[config.mk]
export PLATFORM = sky130hd
export DESIGN_NAME = mips_multicycle_control
export DESIGN_NICKNAME = d
export VERILOG_FILES = /design/src/rtl/mips_defs.sv /design/src/rtl/mips_opcode_class.sv /design/src/rtl/mips_multicycle_control.sv
export SDC_FILE = /design/constraint.sdc
export NUM_CORES = 1
export LEC_CHECK = 0
export BUFFER_PORTS_ARGS = -buffer_cell sky130_fd_sc_hd__buf_2
export CORE_ASPECT_RATIO = 1.75
export CORE_MARGIN = 1
export CORE_UTILIZATION = 45
export DETAILED_ROUTE_END_ITERATION = 6
export PLACE_DENSITY = 0.81
export SYNTH_ARGS = -nofsm -noshare
export SYNTH_HDL_FRONTEND = slang
export SYNTH_SLANG_ARGS = --single-unit
[constraint.sdc]
create_clock -name clk -period 1.8 [get_ports clk]
set_clock_uncertainty 0.15 [all_clocks]
set_input_delay 0.36 -clock clk [delete_from_list [all_inputs] [get_ports clk]]
set_output_delay 0.36 -clock clk [all_outputs]
set_load 0.02 [all_outputs]
[src/rtl/mips_defs.sv]
// Shared definitions for the multicycle MIPS control path.
// Holds opcode values, the 3-bit ALUOp encoding that alu_control_unit decodes,
// datapath mux select encodings, memory access sizes, the opcode class type
// and the bundle of Moore control outputs.
package mips_defs;

    // Opcode field IR[31:26]
    localparam logic [5:0] OP_RTYPE = 6'b000000;
    localparam logic [5:0] OP_J     = 6'b000010;
    localparam logic [5:0] OP_BEQ   = 6'b000100;
    localparam logic [5:0] OP_BNE   = 6'b000101;
    localparam logic [5:0] OP_ADDI  = 6'b001000;
    localparam logic [5:0] OP_ADDIU = 6'b001001;
    localparam logic [5:0] OP_SLTI  = 6'b001010;
    localparam logic [5:0] OP_SLTIU = 6'b001011;
    localparam logic [5:0] OP_ANDI  = 6'b001100;
    localparam logic [5:0] OP_ORI   = 6'b001101;
    localparam logic [5:0] OP_LUI   = 6'b001111;
    localparam logic [5:0] OP_LW    = 6'b100011;
    localparam logic [5:0] OP_LBU   = 6'b100100;
    localparam logic [5:0] OP_LHU   = 6'b100101;
    localparam logic [5:0] OP_SB    = 6'b101000;
    localparam logic [5:0] OP_SH    = 6'b101001;
    localparam logic [5:0] OP_SW    = 6'b101011;

    // ALUOp bus towards alu_control_unit
    localparam logic [2:0] ALUOP_ADD   = 3'b000;
    localparam logic [2:0] ALUOP_SUB   = 3'b001;
    localparam logic [2:0] ALUOP_RTYPE = 3'b010;
    localparam logic [2:0] ALUOP_AND   = 3'b100;
    localparam logic [2:0] ALUOP_OR    = 3'b101;
    localparam logic [2:0] ALUOP_SLT   = 3'b110;

    // ALU operand A select
    localparam logic [1:0] SRCA_PC   = 2'b00;
    localparam logic [1:0] SRCA_REG  = 2'b01;
    localparam logic [1:0] SRCA_ZERO = 2'b10;

    // ALU operand B select
    localparam logic [1:0] SRCB_REG   = 2'b00;
    localparam logic [1:0] SRCB_FOUR  = 2'b01;
    localparam logic [1:0] SRCB_IMM   = 2'b10;
    localparam logic [1:0] SRCB_BROFF = 2'b11;

    // Immediate extension select
    localparam logic [1:0] IMM_SEXT = 2'b00;
    localparam logic [1:0] IMM_ZEXT = 2'b01;
    localparam logic [1:0] IMM_LUI  = 2'b10;

    // PC source select
    localparam logic [1:0] PCSRC_ALU    = 2'b00;
    localparam logic [1:0] PCSRC_ALUOUT = 2'b01;
    localparam logic [1:0] PCSRC_JUMP   = 2'b10;

    // Memory access size
    localparam logic [1:0] MSZ_WORD = 2'b00;
    localparam logic [1:0] MSZ_HALF = 2'b01;
    localparam logic [1:0] MSZ_BYTE = 2'b10;

    typedef enum logic [2:0] {
        CLS_ILLEGAL = 3'd0,
        CLS_R       = 3'd1,
        CLS_I       = 3'd2,
        CLS_LOAD    = 3'd3,
        CLS_STORE   = 3'd4,
        CLS_BRANCH  = 3'd5,
        CLS_JUMP    = 3'd6
    } op_class_t;

    // Registered Moore outputs (ir_write and illegal_op are handled separately)
    typedef struct packed {
        logic [2:0] alu_op;
        logic [1:0] alu_src_a;
        logic [1:0] alu_src_b;
        logic [1:0] imm_sel;
        logic       pc_write;
        logic       pc_write_cond;
        logic       bne_sel;
        logic [1:0] pc_source;
        logic       i_or_d;
        logic       mem_read;
        logic       mem_write;
        logic [1:0] mem_size;
        logic       reg_dst;
        logic       mem_to_reg;
        logic       reg_write;
    } ctrl_t;

endpackage

[src/rtl/mips_opcode_class.sv]
// Combinational opcode classifier.
// Ports: opcode (IR[31:26]) in; op_class, alu_op (I-type ALU function),
// imm_sel (immediate extension) and mem_size (load/store width) out.
// Unknown opcodes classify as CLS_ILLEGAL.
module mips_opcode_class
    import mips_defs::*;
(
    input  logic [5:0] opcode,
    output op_class_t  op_class,
    output logic [2:0] alu_op,
    output logic [1:0] imm_sel,
    output logic [1:0] mem_size
);

    // Opcode table lookup
    always_comb begin
        op_class = CLS_ILLEGAL;
        alu_op   = ALUOP_ADD;
        imm_sel  = IMM_SEXT;
        mem_size = MSZ_WORD;
        case (opcode)
            OP_RTYPE:           op_class = CLS_R;
            OP_ADDI, OP_ADDIU:  op_class = CLS_I;
            OP_SLTI, OP_SLTIU: begin
                op_class = CLS_I;
                alu_op   = ALUOP_SLT;
            end
            OP_ANDI: begin
                op_class = CLS_I;
                alu_op   = ALUOP_AND;
                imm_sel  = IMM_ZEXT;
            end
            OP_ORI: begin
                op_class = CLS_I;
                alu_op   = ALUOP_OR;
                imm_sel  = IMM_ZEXT;
            end
            OP_LUI: begin
                op_class = CLS_I;
                imm_sel  = IMM_LUI;
            end
            OP_LW:              op_class = CLS_LOAD;
            OP_LHU: begin
                op_class = CLS_LOAD;
                mem_size = MSZ_HALF;
            end
            OP_LBU: begin
                op_class = CLS_LOAD;
                mem_size = MSZ_BYTE;
            end
            OP_SW:              op_class = CLS_STORE;
            OP_SH: begin
                op_class = CLS_STORE;
                mem_size = MSZ_HALF;
            end
            OP_SB: begin
                op_class = CLS_STORE;
                mem_size = MSZ_BYTE;
            end
            OP_BEQ, OP_BNE:     op_class = CLS_BRANCH;
            OP_J:               op_class = CLS_JUMP;
            default:            op_class = CLS_ILLEGAL;
        endcase
    end

endmodule

[src/rtl/mips_multicycle_control.sv]
// Main control FSM of the multicycle MIPS datapath.
// Ports: clk, rst_n (async active-low), opcode (IR[31:26]), mem_ready (memory
// handshake) in; ALU/mux selects, PC/IR/register/memory enables, mem_size and
// an illegal_op pulse out. Outputs are Moore: they are computed from the next
// state and registered, so they line up with the state they belong to. Only
// pc_write/ir_write in FETCH (qualified by mem_ready) and illegal_op (decoded
// from the freshly loaded IR) are combinational on top of the state register.
module mips_multicycle_control
    import mips_defs::*;
#(
    parameter int USE_MEM_READY = 1,
    parameter int ALUOP_W       = 3
)
(
    input  logic               clk,
    input  logic               rst_n,
    input  logic [5:0]         opcode,
    input  logic               mem_ready,
    output logic [ALUOP_W-1:0] alu_op,
    output logic [1:0]         alu_src_a,
    output logic [1:0]         alu_src_b,
    output logic [1:0]         imm_sel,
    output logic               pc_write,
    output logic               pc_write_cond,
    output logic               bne_sel,
    output logic [1:0]         pc_source,
    output logic               i_or_d,
    output logic               mem_read,
    output logic               mem_write,
    output logic [1:0]         mem_size,
    output logic               ir_write,
    output logic               reg_dst,
    output logic               mem_to_reg,
    output logic               reg_write,
    output logic               illegal_op
);

    typedef enum logic [3:0] {
        S_IDLE    = 4'd0,
        S_FETCH   = 4'd1,
        S_DECODE  = 4'd2,
        S_EXEC_R  = 4'd3,
        S_ALUWB_R = 4'd4,
        S_EXEC_I  = 4'd5,
        S_ALUWB_I = 4'd6,
        S_MEMADR  = 4'd7,
        S_MEMRD   = 4'd8,
        S_MEMWB   = 4'd9,
        S_MEMWR   = 4'd10,
        S_BRANCH  = 4'd11,
        S_JUMP    = 4'd12
    } state_t;

    state_t     state_r;
    state_t     state_nxt_s;
    ctrl_t      ctrl_r;
    ctrl_t      ctrl_nxt_s;

    op_class_t  dec_class_s;
    logic [2:0] dec_alu_op_s;
    logic [1:0] dec_imm_sel_s;
    logic [1:0] dec_mem_size_s;

    op_class_t  class_r;
    logic [2:0] alu_op_lat_r;
    logic [1:0] imm_sel_lat_r;
    logic [1:0] mem_size_lat_r;
    logic       bne_lat_r;

    op_class_t  class_s;
    logic [2:0] alu_op_i_s;
    logic [1:0] imm_sel_i_s;
    logic [1:0] mem_size_i_s;
    logic       bne_s;
    logic       ready_s;

    mips_opcode_class u_opcode_class (
        .opcode   (opcode),
        .op_class (dec_class_s),
        .alu_op   (dec_alu_op_s),
        .imm_sel  (dec_imm_sel_s),
        .mem_size (dec_mem_size_s)
    );

    assign ready_s = (USE_MEM_READY != 0) ? mem_ready : 1'b1;

    // Opcode info: live decode while in DECODE, latched copy afterwards
    always_comb begin
        if (state_r == S_DECODE) begin
            class_s      = dec_class_s;
            alu_op_i_s   = dec_alu_op_s;
            imm_sel_i_s  = dec_imm_sel_s;
            mem_size_i_s = dec_mem_size_s;
            bne_s        = opcode[0];
        end else begin
            class_s      = class_r;
            alu_op_i_s   = alu_op_lat_r;
            imm_sel_i_s  = imm_sel_lat_r;
            mem_size_i_s = mem_size_lat_r;
            bne_s        = bne_lat_r;
        end
    end

    // Next-state sequencing
    always_comb begin
        state_nxt_s = S_IDLE;
        case (state_r)
            S_IDLE:    state_nxt_s = S_FETCH;
            S_FETCH:   state_nxt_s = ready_s ? S_DECODE : S_FETCH;
            S_DECODE: begin
                case (dec_class_s)
                    CLS_R:      state_nxt_s = S_EXEC_R;
                    CLS_I:      state_nxt_s = S_EXEC_I;
                    CLS_LOAD:   state_nxt_s = S_MEMADR;
                    CLS_STORE:  state_nxt_s = S_MEMADR;
                    CLS_BRANCH: state_nxt_s = S_BRANCH;
                    CLS_JUMP:   state_nxt_s = S_JUMP;
                    default:    state_nxt_s = S_FETCH;
                endcase
            end
            S_EXEC_R:  state_nxt_s = S_ALUWB_R;
            S_ALUWB_R: state_nxt_s = S_FETCH;
            S_EXEC_I:  state_nxt_s = S_ALUWB_I;
            S_ALUWB_I: state_nxt_s = S_FETCH;
            S_MEMADR:  state_nxt_s = (class_s == CLS_LOAD) ? S_MEMRD : S_MEMWR;
            S_MEMRD:   state_nxt_s = ready_s ? S_MEMWB : S_MEMRD;
            S_MEMWB:   state_nxt_s = S_FETCH;
            S_MEMWR:   state_nxt_s = ready_s ? S_FETCH : S_MEMWR;
            S_BRANCH:  state_nxt_s = S_FETCH;
            S_JUMP:    state_nxt_s = S_FETCH;
            default:   state_nxt_s = S_IDLE;
        endcase
    end

    // Output decode for the state being entered
    always_comb begin
        ctrl_nxt_s = '0;
        case (state_nxt_s)
            S_FETCH: begin
                ctrl_nxt_s.mem_read  = 1'b1;
                ctrl_nxt_s.alu_src_b = SRCB_FOUR;
            end
            S_DECODE:  ctrl_nxt_s.alu_src_b = SRCB_BROFF;
            S_EXEC_R: begin
                ctrl_nxt_s.alu_src_a = SRCA_REG;
                ctrl_nxt_s.alu_src_b = SRCB_REG;
                ctrl_nxt_s.alu_op    = ALUOP_RTYPE;
            end
            S_ALUWB_R: begin
                ctrl_nxt_s.reg_dst   = 1'b1;
                ctrl_nxt_s.reg_write = 1'b1;
            end
            S_EXEC_I: begin
                // lui adds the shifted immediate to zero instead of rs
                if (imm_sel_i_s == IMM_LUI) begin
                    ctrl_nxt_s.alu_src_a = SRCA_ZERO;
                end else begin
                    ctrl_nxt_s.alu_src_a = SRCA_REG;
                end
                ctrl_nxt_s.alu_src_b = SRCB_IMM;
                ctrl_nxt_s.alu_op    = alu_op_i_s;
                ctrl_nxt_s.imm_sel   = imm_sel_i_s;
            end
            S_ALUWB_I: ctrl_nxt_s.reg_write = 1'b1;
            S_MEMADR: begin
                ctrl_nxt_s.alu_src_a = SRCA_REG;
                ctrl_nxt_s.alu_src_b = SRCB_IMM;
            end
            S_MEMRD: begin
                ctrl_nxt_s.i_or_d   = 1'b1;
                ctrl_nxt_s.mem_read = 1'b1;
                ctrl_nxt_s.mem_size = mem_size_i_s;
            end
            S_MEMWB: begin
                ctrl_nxt_s.mem_to_reg = 1'b1;
                ctrl_nxt_s.reg_write  = 1'b1;
            end
            S_MEMWR: begin
                ctrl_nxt_s.i_or_d    = 1'b1;
                ctrl_nxt_s.mem_write = 1'b1;
                ctrl_nxt_s.mem_size  = mem_size_i_s;
            end
            S_BRANCH: begin
                ctrl_nxt_s.alu_src_a     = SRCA_REG;
                ctrl_nxt_s.alu_src_b     = SRCB_REG;
                ctrl_nxt_s.alu_op        = ALUOP_SUB;
                ctrl_nxt_s.pc_write_cond = 1'b1;
                ctrl_nxt_s.pc_source     = PCSRC_ALUOUT;
                ctrl_nxt_s.bne_sel       = bne_s;
            end
            S_JUMP: begin
                ctrl_nxt_s.pc_source = PCSRC_JUMP;
                ctrl_nxt_s.pc_write  = 1'b1;
            end
            default:   ctrl_nxt_s = '0;
        endcase
    end

    // State, registered outputs and opcode-class latch
    always_ff @(posedge clk or negedge rst_n) begin
        if (!rst_n) begin
            state_r        <= S_IDLE;
            ctrl_r         <= '0;
            class_r        <= CLS_ILLEGAL;
            alu_op_lat_r   <= ALUOP_ADD;
            imm_sel_lat_r  <= IMM_SEXT;
            mem_size_lat_r <= MSZ_WORD;
            bne_lat_r      <= 1'b0;
        end else begin
            state_r <= state_nxt_s;
            ctrl_r  <= ctrl_nxt_s;
            if (state_r == S_DECODE) begin
                class_r        <= dec_class_s;
                alu_op_lat_r   <= dec_alu_op_s;
                imm_sel_lat_r  <= dec_imm_sel_s;
                mem_size_lat_r <= dec_mem_size_s;
                bne_lat_r      <= opcode[0];
            end
        end
    end

    assign alu_op        = ctrl_r.alu_op;
    assign alu_src_a     = ctrl_r.alu_src_a;
    assign alu_src_b     = ctrl_r.alu_src_b;
    assign imm_sel       = ctrl_r.imm_sel;
    assign pc_write_cond = ctrl_r.pc_write_cond;
    assign bne_sel       = ctrl_r.bne_sel;
    assign pc_source     = ctrl_r.pc_source;
    assign i_or_d        = ctrl_r.i_or_d;
    assign mem_read      = ctrl_r.mem_read;
    assign mem_write     = ctrl_r.mem_write;
    assign mem_size      = ctrl_r.mem_size;
    assign reg_dst       = ctrl_r.reg_dst;
    assign mem_to_reg    = ctrl_r.mem_to_reg;
    assign reg_write     = ctrl_r.reg_write;

    // PC/IR load only in the fetch cycle where memory delivers the word
    assign ir_write   = (state_r == S_FETCH) && ready_s;
    assign pc_write   = ctrl_r.pc_write || ((state_r == S_FETCH) && ready_s);
    assign illegal_op = (state_r == S_DECODE) && (dec_class_s == CLS_ILLEGAL);

endmodule
==> impl_metrics.json, run 1 <==
{
  "syn_nets": 184,
  "fmax_mhz": 454,
  "dpl_cell_area_um2": 2110,
  "powerDensity_nw_per_um2": 1220,
  "fin_util_pct": 71.8,
  "setup_ws_ps": -401,
  "synth_cell_types": 43,
  "final_nets": 255,
  "hold_class": "input pin to register",
  "peakVddDrop_mv": 0.723,
  "largest_register": "state_r",
  "post-route-period-util_pct": 122,
  "drtIter0Drc": 60,
  "cts.sinks": 33,
  "violations": "negative setup slack",
  "max_stage_delay_ps": 530,
  "netlist_top_cells_area": "dfrtp_1 (48%), buf_4 (5.7%), nor2_1 (3.7%), nand2_1 (3.3%), a21oi_1 (2.6%)",
  "required_ps": 1290,
  "cp-start-kind": "register",
  "r2r_start": "state_r[2]",
  "fp.dieW_um": 48.5,
  "yosysTopAreaCell": "dfrtp_1",
  "drv_cap": 0,
  "fin_crit_ps": 2200,
  "r2r_slack_ps": -220,
  "io_buffers": 32,
  "dr.pass1.iters": 4,
  "ys_ff_latch": 33,
  "routed_wl_mm": 4.39,
  "finalPower_mw": 3.19,
  "avgSynthCellArea_um2": 9.73,
  "setup_viol": 17,
  "cts_root_buf": "clkbuf_8",
  "syn_area_um2": 1700,
  "grt_max_degree": 34,
  "cts_tree": "done",
  "syn_to_final_growth_pct": 53.0,
  "track_usage_pct": 21.6,
  "dieArea_um2": 4040,
  "drive_above_1_share_pct": 55.5,
  "core_area_um2": 3630,
  "yosys-top-cells-count": "dfrtp_1 (33), nor2_1 (17), nand2_1 (15), buf_4 (13), a21oi_1 (9)",
  "ys_async_sr_fraction_pct": 100,
  "synthFlopType": "dfrtp_1",
  "r2r_end": "alu_src_a[0]",
  "largest_reg_flops": 4,
  "hold_viol_final": 0,
  "rsz0062_at_grt": "true",
  "ys_seq_area_share_pct": 48.5,
  "drv_slew": 0,
  "status": "finished with violations",
  "ys_warn_count": 0,
  "dr_total_vias": 1570,
  "stdcell_area_um2": 2610,
  "grt_pass1_wl_mm": 6.55,
  "path_max_fanout": 4,
  "hold_path_startpoint": "opcode[0]",
  "final.fill_count": 258,
  "slew_headroom_pct": 73.2,
  "grt_antenna_before_repair": 0,
  "initial_core_util_pct": 46.9,
  "synth_most_common_cell": "dfrtp_1",
  "clk_pin_slew_ps": 70,
  "rows": 29,
  "drc": 0,
  "place_congestion": 0.937,
  "holdPathEnd": "alu_op[0]",
  "leakagePower_nw": 1.32,
  "synth_edf_count": 0,
  "grt_pass1_vias": 1538,
  "routedWlPerCell_um": 15.0,
  "yosys.area.top_type_share_pct": 48.5,
  "diodes": 0,
  "worstSetupEndpointType": "primary output",
  "crit_type": "register to primary output",
  "whs_path_depth": 4,
  "htree_num_levels": 2,
  "viasPerCell": 5.36,
  "grt_overflow": 0,
  "clock_latency_ps": 290,
  "clockBufferDepth": 2,
  "synthesis.instances": 175,
  "slowest_stage": "or4b_4",
  "ant_nets": 0,
  "cp_cell_sequence": "buf_6 -> nand2b_4 -> or4b_4 -> nand2b_4 -> buf_6",
  "die_h_um": 83.4,
  "rr_worst_depth": 7,
  "worst_slew_pin_slew_ps": 402,
  "worstPathArrival_ps": 1690,
  "cts_buffers": 5,
  "dp_hpwl_mm": 2.77,
  "pin_count": 33
}
## cells by family (layout without fill, tap and decap cells)
| kind of cell | count (synthesis) | count (layout) | synth area share, % |
|---|---|---|---|
| and+or+nand+nor | 71 | 71 | 23.7 |
| AOI/OAI and AO/OA | 40 | 40 | 17.3 |
| DFF | 33 | 33 | 48.5 |
| buffers and inverters | 29 | 101 | 9.48 |
| xor gates and xnor gates | 2 | 2 | 1.03 |
## worst max-delay path: cells and delay by family (launching register included)
family / cells / cell delay, ps
flip-flops: 1 / 400
AND/OR/NAND/NOR: 3 / 750
buffers and inverters: 2 / 240
## timing repair
action	CTS	global route
setup endpoints to repair	23	28
resized for setup	27	44
hold buffers	1	0
pin swaps	7	13
endpoints found under the hold margin	33	0
buffers inserted	8	7
## report_power, final
part | switching [mW] | total, mW | internal, mW
Sequential | 0.0850 | 0.996 | 0.911
Clock | 0.280 | 0.546 | 0.266
Combinational | 0.874 | 1.65 | 0.776
## stage by stage
step	cells	setup WS (ps)	TNS (ps)	hold slack (ps)
2_1_floorplan	175	-144	-1060	-85.6
3_3_place_gp	271	-394	-5010	246
3_5_place_dp	271	-430	-5690	250
4_1_cts	288	-427	-4330	264
5_1_grt	293	-461	-4140	276
6_report	293	-401	-2640	268
## layer usage
metal	up-vias	track usage, %	wire length, um
li1	744	-	-
met1	754	20.7	1560
met2	52	39.8	2530
met3	20	3.48	125
met4	0	16.0	176
met5	-	0	0
## layout by cell type (no fill, tap or decap), types with 4 or more instances in the layout
master | netlist | layout
o21ai_1 | 4 | 4
inv_2 | 1 | 4
a21oi_1 | 9 | 4
nand2_1 | 15 | 12
nor2_1 | 17 | 13
clkbuf_8 | 0 | 5
a21oi_2 | 0 | 4
dfrtp_1 | 33 | 33
buf_2 | 3 | 25
nand2b_1 | 7 | 4
buf_4 | 13 | 42
nor2b_1 | 6 | 5
a22o_1 | 4 | 4
buf_6 | 0 | 15
## how the worst max path moves through the flow
stage	endpoint	slack (ps)	start
finish	pc_write	-400	state_r[1]
global route	pc_write	-460	state_r[1]
CTS	pc_write	-430	state_r[1]
detailed placement	illegal_op	-430	opcode[3]
global placement	illegal_op	-390	opcode[0]
floorplan	mem_size[0]	-140	opcode[3]
## cell type report
type                       instances  area, um^2  share of cell area [%]
clock buffer                       5        68.8                    2.64
clock inverter                     3        17.5                   0.672
inverter                           7        26.3                    1.01
multi-input combinational        113         946                    36.3
sequential                        33         826                    31.7
tap                               46        57.6                    2.21
timing repair buffer              86         664                    25.5
No activity file was read; power rests on OpenSTA's default activity.
==> inputs of run 2 (changes only) <==
- CORE_UTILIZATION: 45 -> 49
- PLACE_DENSITY: 0.81 -> 0.86
==> impl_metrics.json, run 2 (same netlist as run 1, synthesis figures left out) <==
{
  "r2r_start": "state_r[1]",
  "largest_reg_flops": 4,
  "dr.pass1.iters": 4,
  "drv_cap": 0,
  "io_buffers": 32,
  "worst_slew_pin_slew_ps": 403,
  "dpl_cell_area_um2": 2180,
  "hold_ws_ps": 304,
  "drc": 0,
  "final.fill_count": 217,
  "clk_pin_slew_ps": 70,
  "grt_pass1_vias": 1542,
  "layout_commonest_cell": "buf_4",
  "holdPathEnd": "imm_sel[1]",
  "r2r_slack_ps": -270,
  "dr_total_vias": 1619,
  "fp.dieW_um": 46.6,
  "rr_worst_depth": 9,
  "track_usage_pct": 25.2,
  "slew_headroom_pct": 73.1,
  "hold_path_startpoint": "opcode[5]",
  "status": "finished with violations",
  "drive_above_1_share_pct": 55.5,
  "path_max_fanout": 10,
  "dp_hpwl_mm": 2.96,
  "rsz0062_at_grt": "true",
  "initial_core_util_pct": 50.6,
  "whs_path_depth": 3,
  "leakagePower_nw": 1.33,
  "grt_pass1_wl_mm": 6.74,
  "final_nets": 262,
  "cts_root_buf": "clkbuf_8",
  "fin_crit_ps": 2220,
  "cp-start-kind": "register",
  "clock_latency_ps": 290,
  "die_h_um": 80.0,
  "cts_buffers": 5,
  "stdcell_area_um2": 2620,
  "diodes": 0,
  "r2r_end": "alu_src_b[0]",
  "peakVddDrop_mv": 0.814,
  "largest_register": "state_r",
  "post-route-period-util_pct": 123,
  "ant_nets": 0,
  "cts.sinks": 33,
  "dieArea_um2": 3720,
  "tns_ps": -3940,
  "grt_antenna_before_repair": 0,
  "worstSetupEndpointType": "primary output",
  "rows": 28,
  "setup_viol": 20,
  "final_cell_count_no_fill": 299,
  "finalPower_mw": 3.36,
  "powerDensity_nw_per_um2": 1280,
  "viasPerCell": 5.41,
  "violations": "negative setup slack",
  "drtIter0Drc": 48,
  "placedCellCount": 280,
  "syn_to_final_growth_pct": 53.9,
  "fin_util_pct": 77.9,
  "setup_ws_ps": -423,
  "drv_slew": 0,
  "routed_wl_mm": 4.92,
  "clockBufferDepth": 2,
  "layout_common_cells": "buf_4 (52), dfrtp_1 (33), buf_2 (26)",
  "place_congestion": 0.815,
  "grt_overflow": 0,
  "grt_max_degree": 34,
  "pre_cts_ws_ps": -459,
  "pin_count": 33,
  "htree_num_levels": 2,
  "worstPathArrival_ps": 1710,
  "core_area_um2": 3360,
  "hold_class": "input pin to register",
  "crit_type": "register to primary output",
  "cts_tree": "done",
  "hold_viol_final": 0,
  "required_ps": 1290,
  "fmax_mhz": 450,
  "routedWlPerCell_um": 16.4
}
## run 2: cell types whose count changed in the layout (fill, tap and decap cells not counted), moves of 2 or more
cell / delta
buf_4: +10
and2_4: -2
and2_1: +2
nand2_2: +3
clkinv_2: -2
inv_2: -2
inv_1: +2
nand2_4: -2
buf_8: -3
## run 2: worst max path at each step
stage / startpoint / to / cells after the start
finish: state_r[2] / pc_write / 4
global placement: opcode[5] / mem_size[0] / 8
detailed placement: opcode[5] / mem_size[0] / 8
global route: state_r[2] / pc_write / 4
floorplan: opcode[3] / mem_size[0] / 5
CTS: state_r[1] / pc_write / 5
## run 2: timing repair
item                                    4_1_cts  5_1_grt
resized for setup                            25       30
buffers inserted                              6        7
gates cloned                                  0        0
endpoints found under the setup margin       19       25
pin swaps                                     5        4
hold buffers                                  1        0
endpoints found under the hold margin        33        0
## run 2: layout make-up
class	instances	area, um^2	area share (%)
clock buffers	5	68.8	2.63
clock inverters	3	46.3	1.77
inverters	7	26.3	1.00
multi-input cells	113	910	34.7
flip-flops and latches	33	826	31.5
well taps	45	56.3	2.15
repair buffers	93	688	26.3
## run 2: worst max-delay path, cell delays in order (launching register included)
cell and delay (ps):
dfrtp_1 460, buf_6 180, or4b_4 580, nand2b_4 90, buf_6 110
## run 2: where the power goes
part	total, mW	internal [mW]	leakage (nW)	switching (mW)
registers	1.00	0.911	0.445	0.0920
clock network	0.701	0.414	0.0543	0.287
logic	1.65	0.778	0.835	0.875
total	3.36	2.10	1.33	1.25
## run 2: metal layers
layer	part of all wire, %	GRT usage, %	routed length (um)	vias to the layer above
met4	2.8	16.2	139	0
met5	0	0	0	-
met2	57	42.8	2830	62
met3	3.4	4.52	165	14
met1	36	26.4	1780	791
li1	-	-	-	752
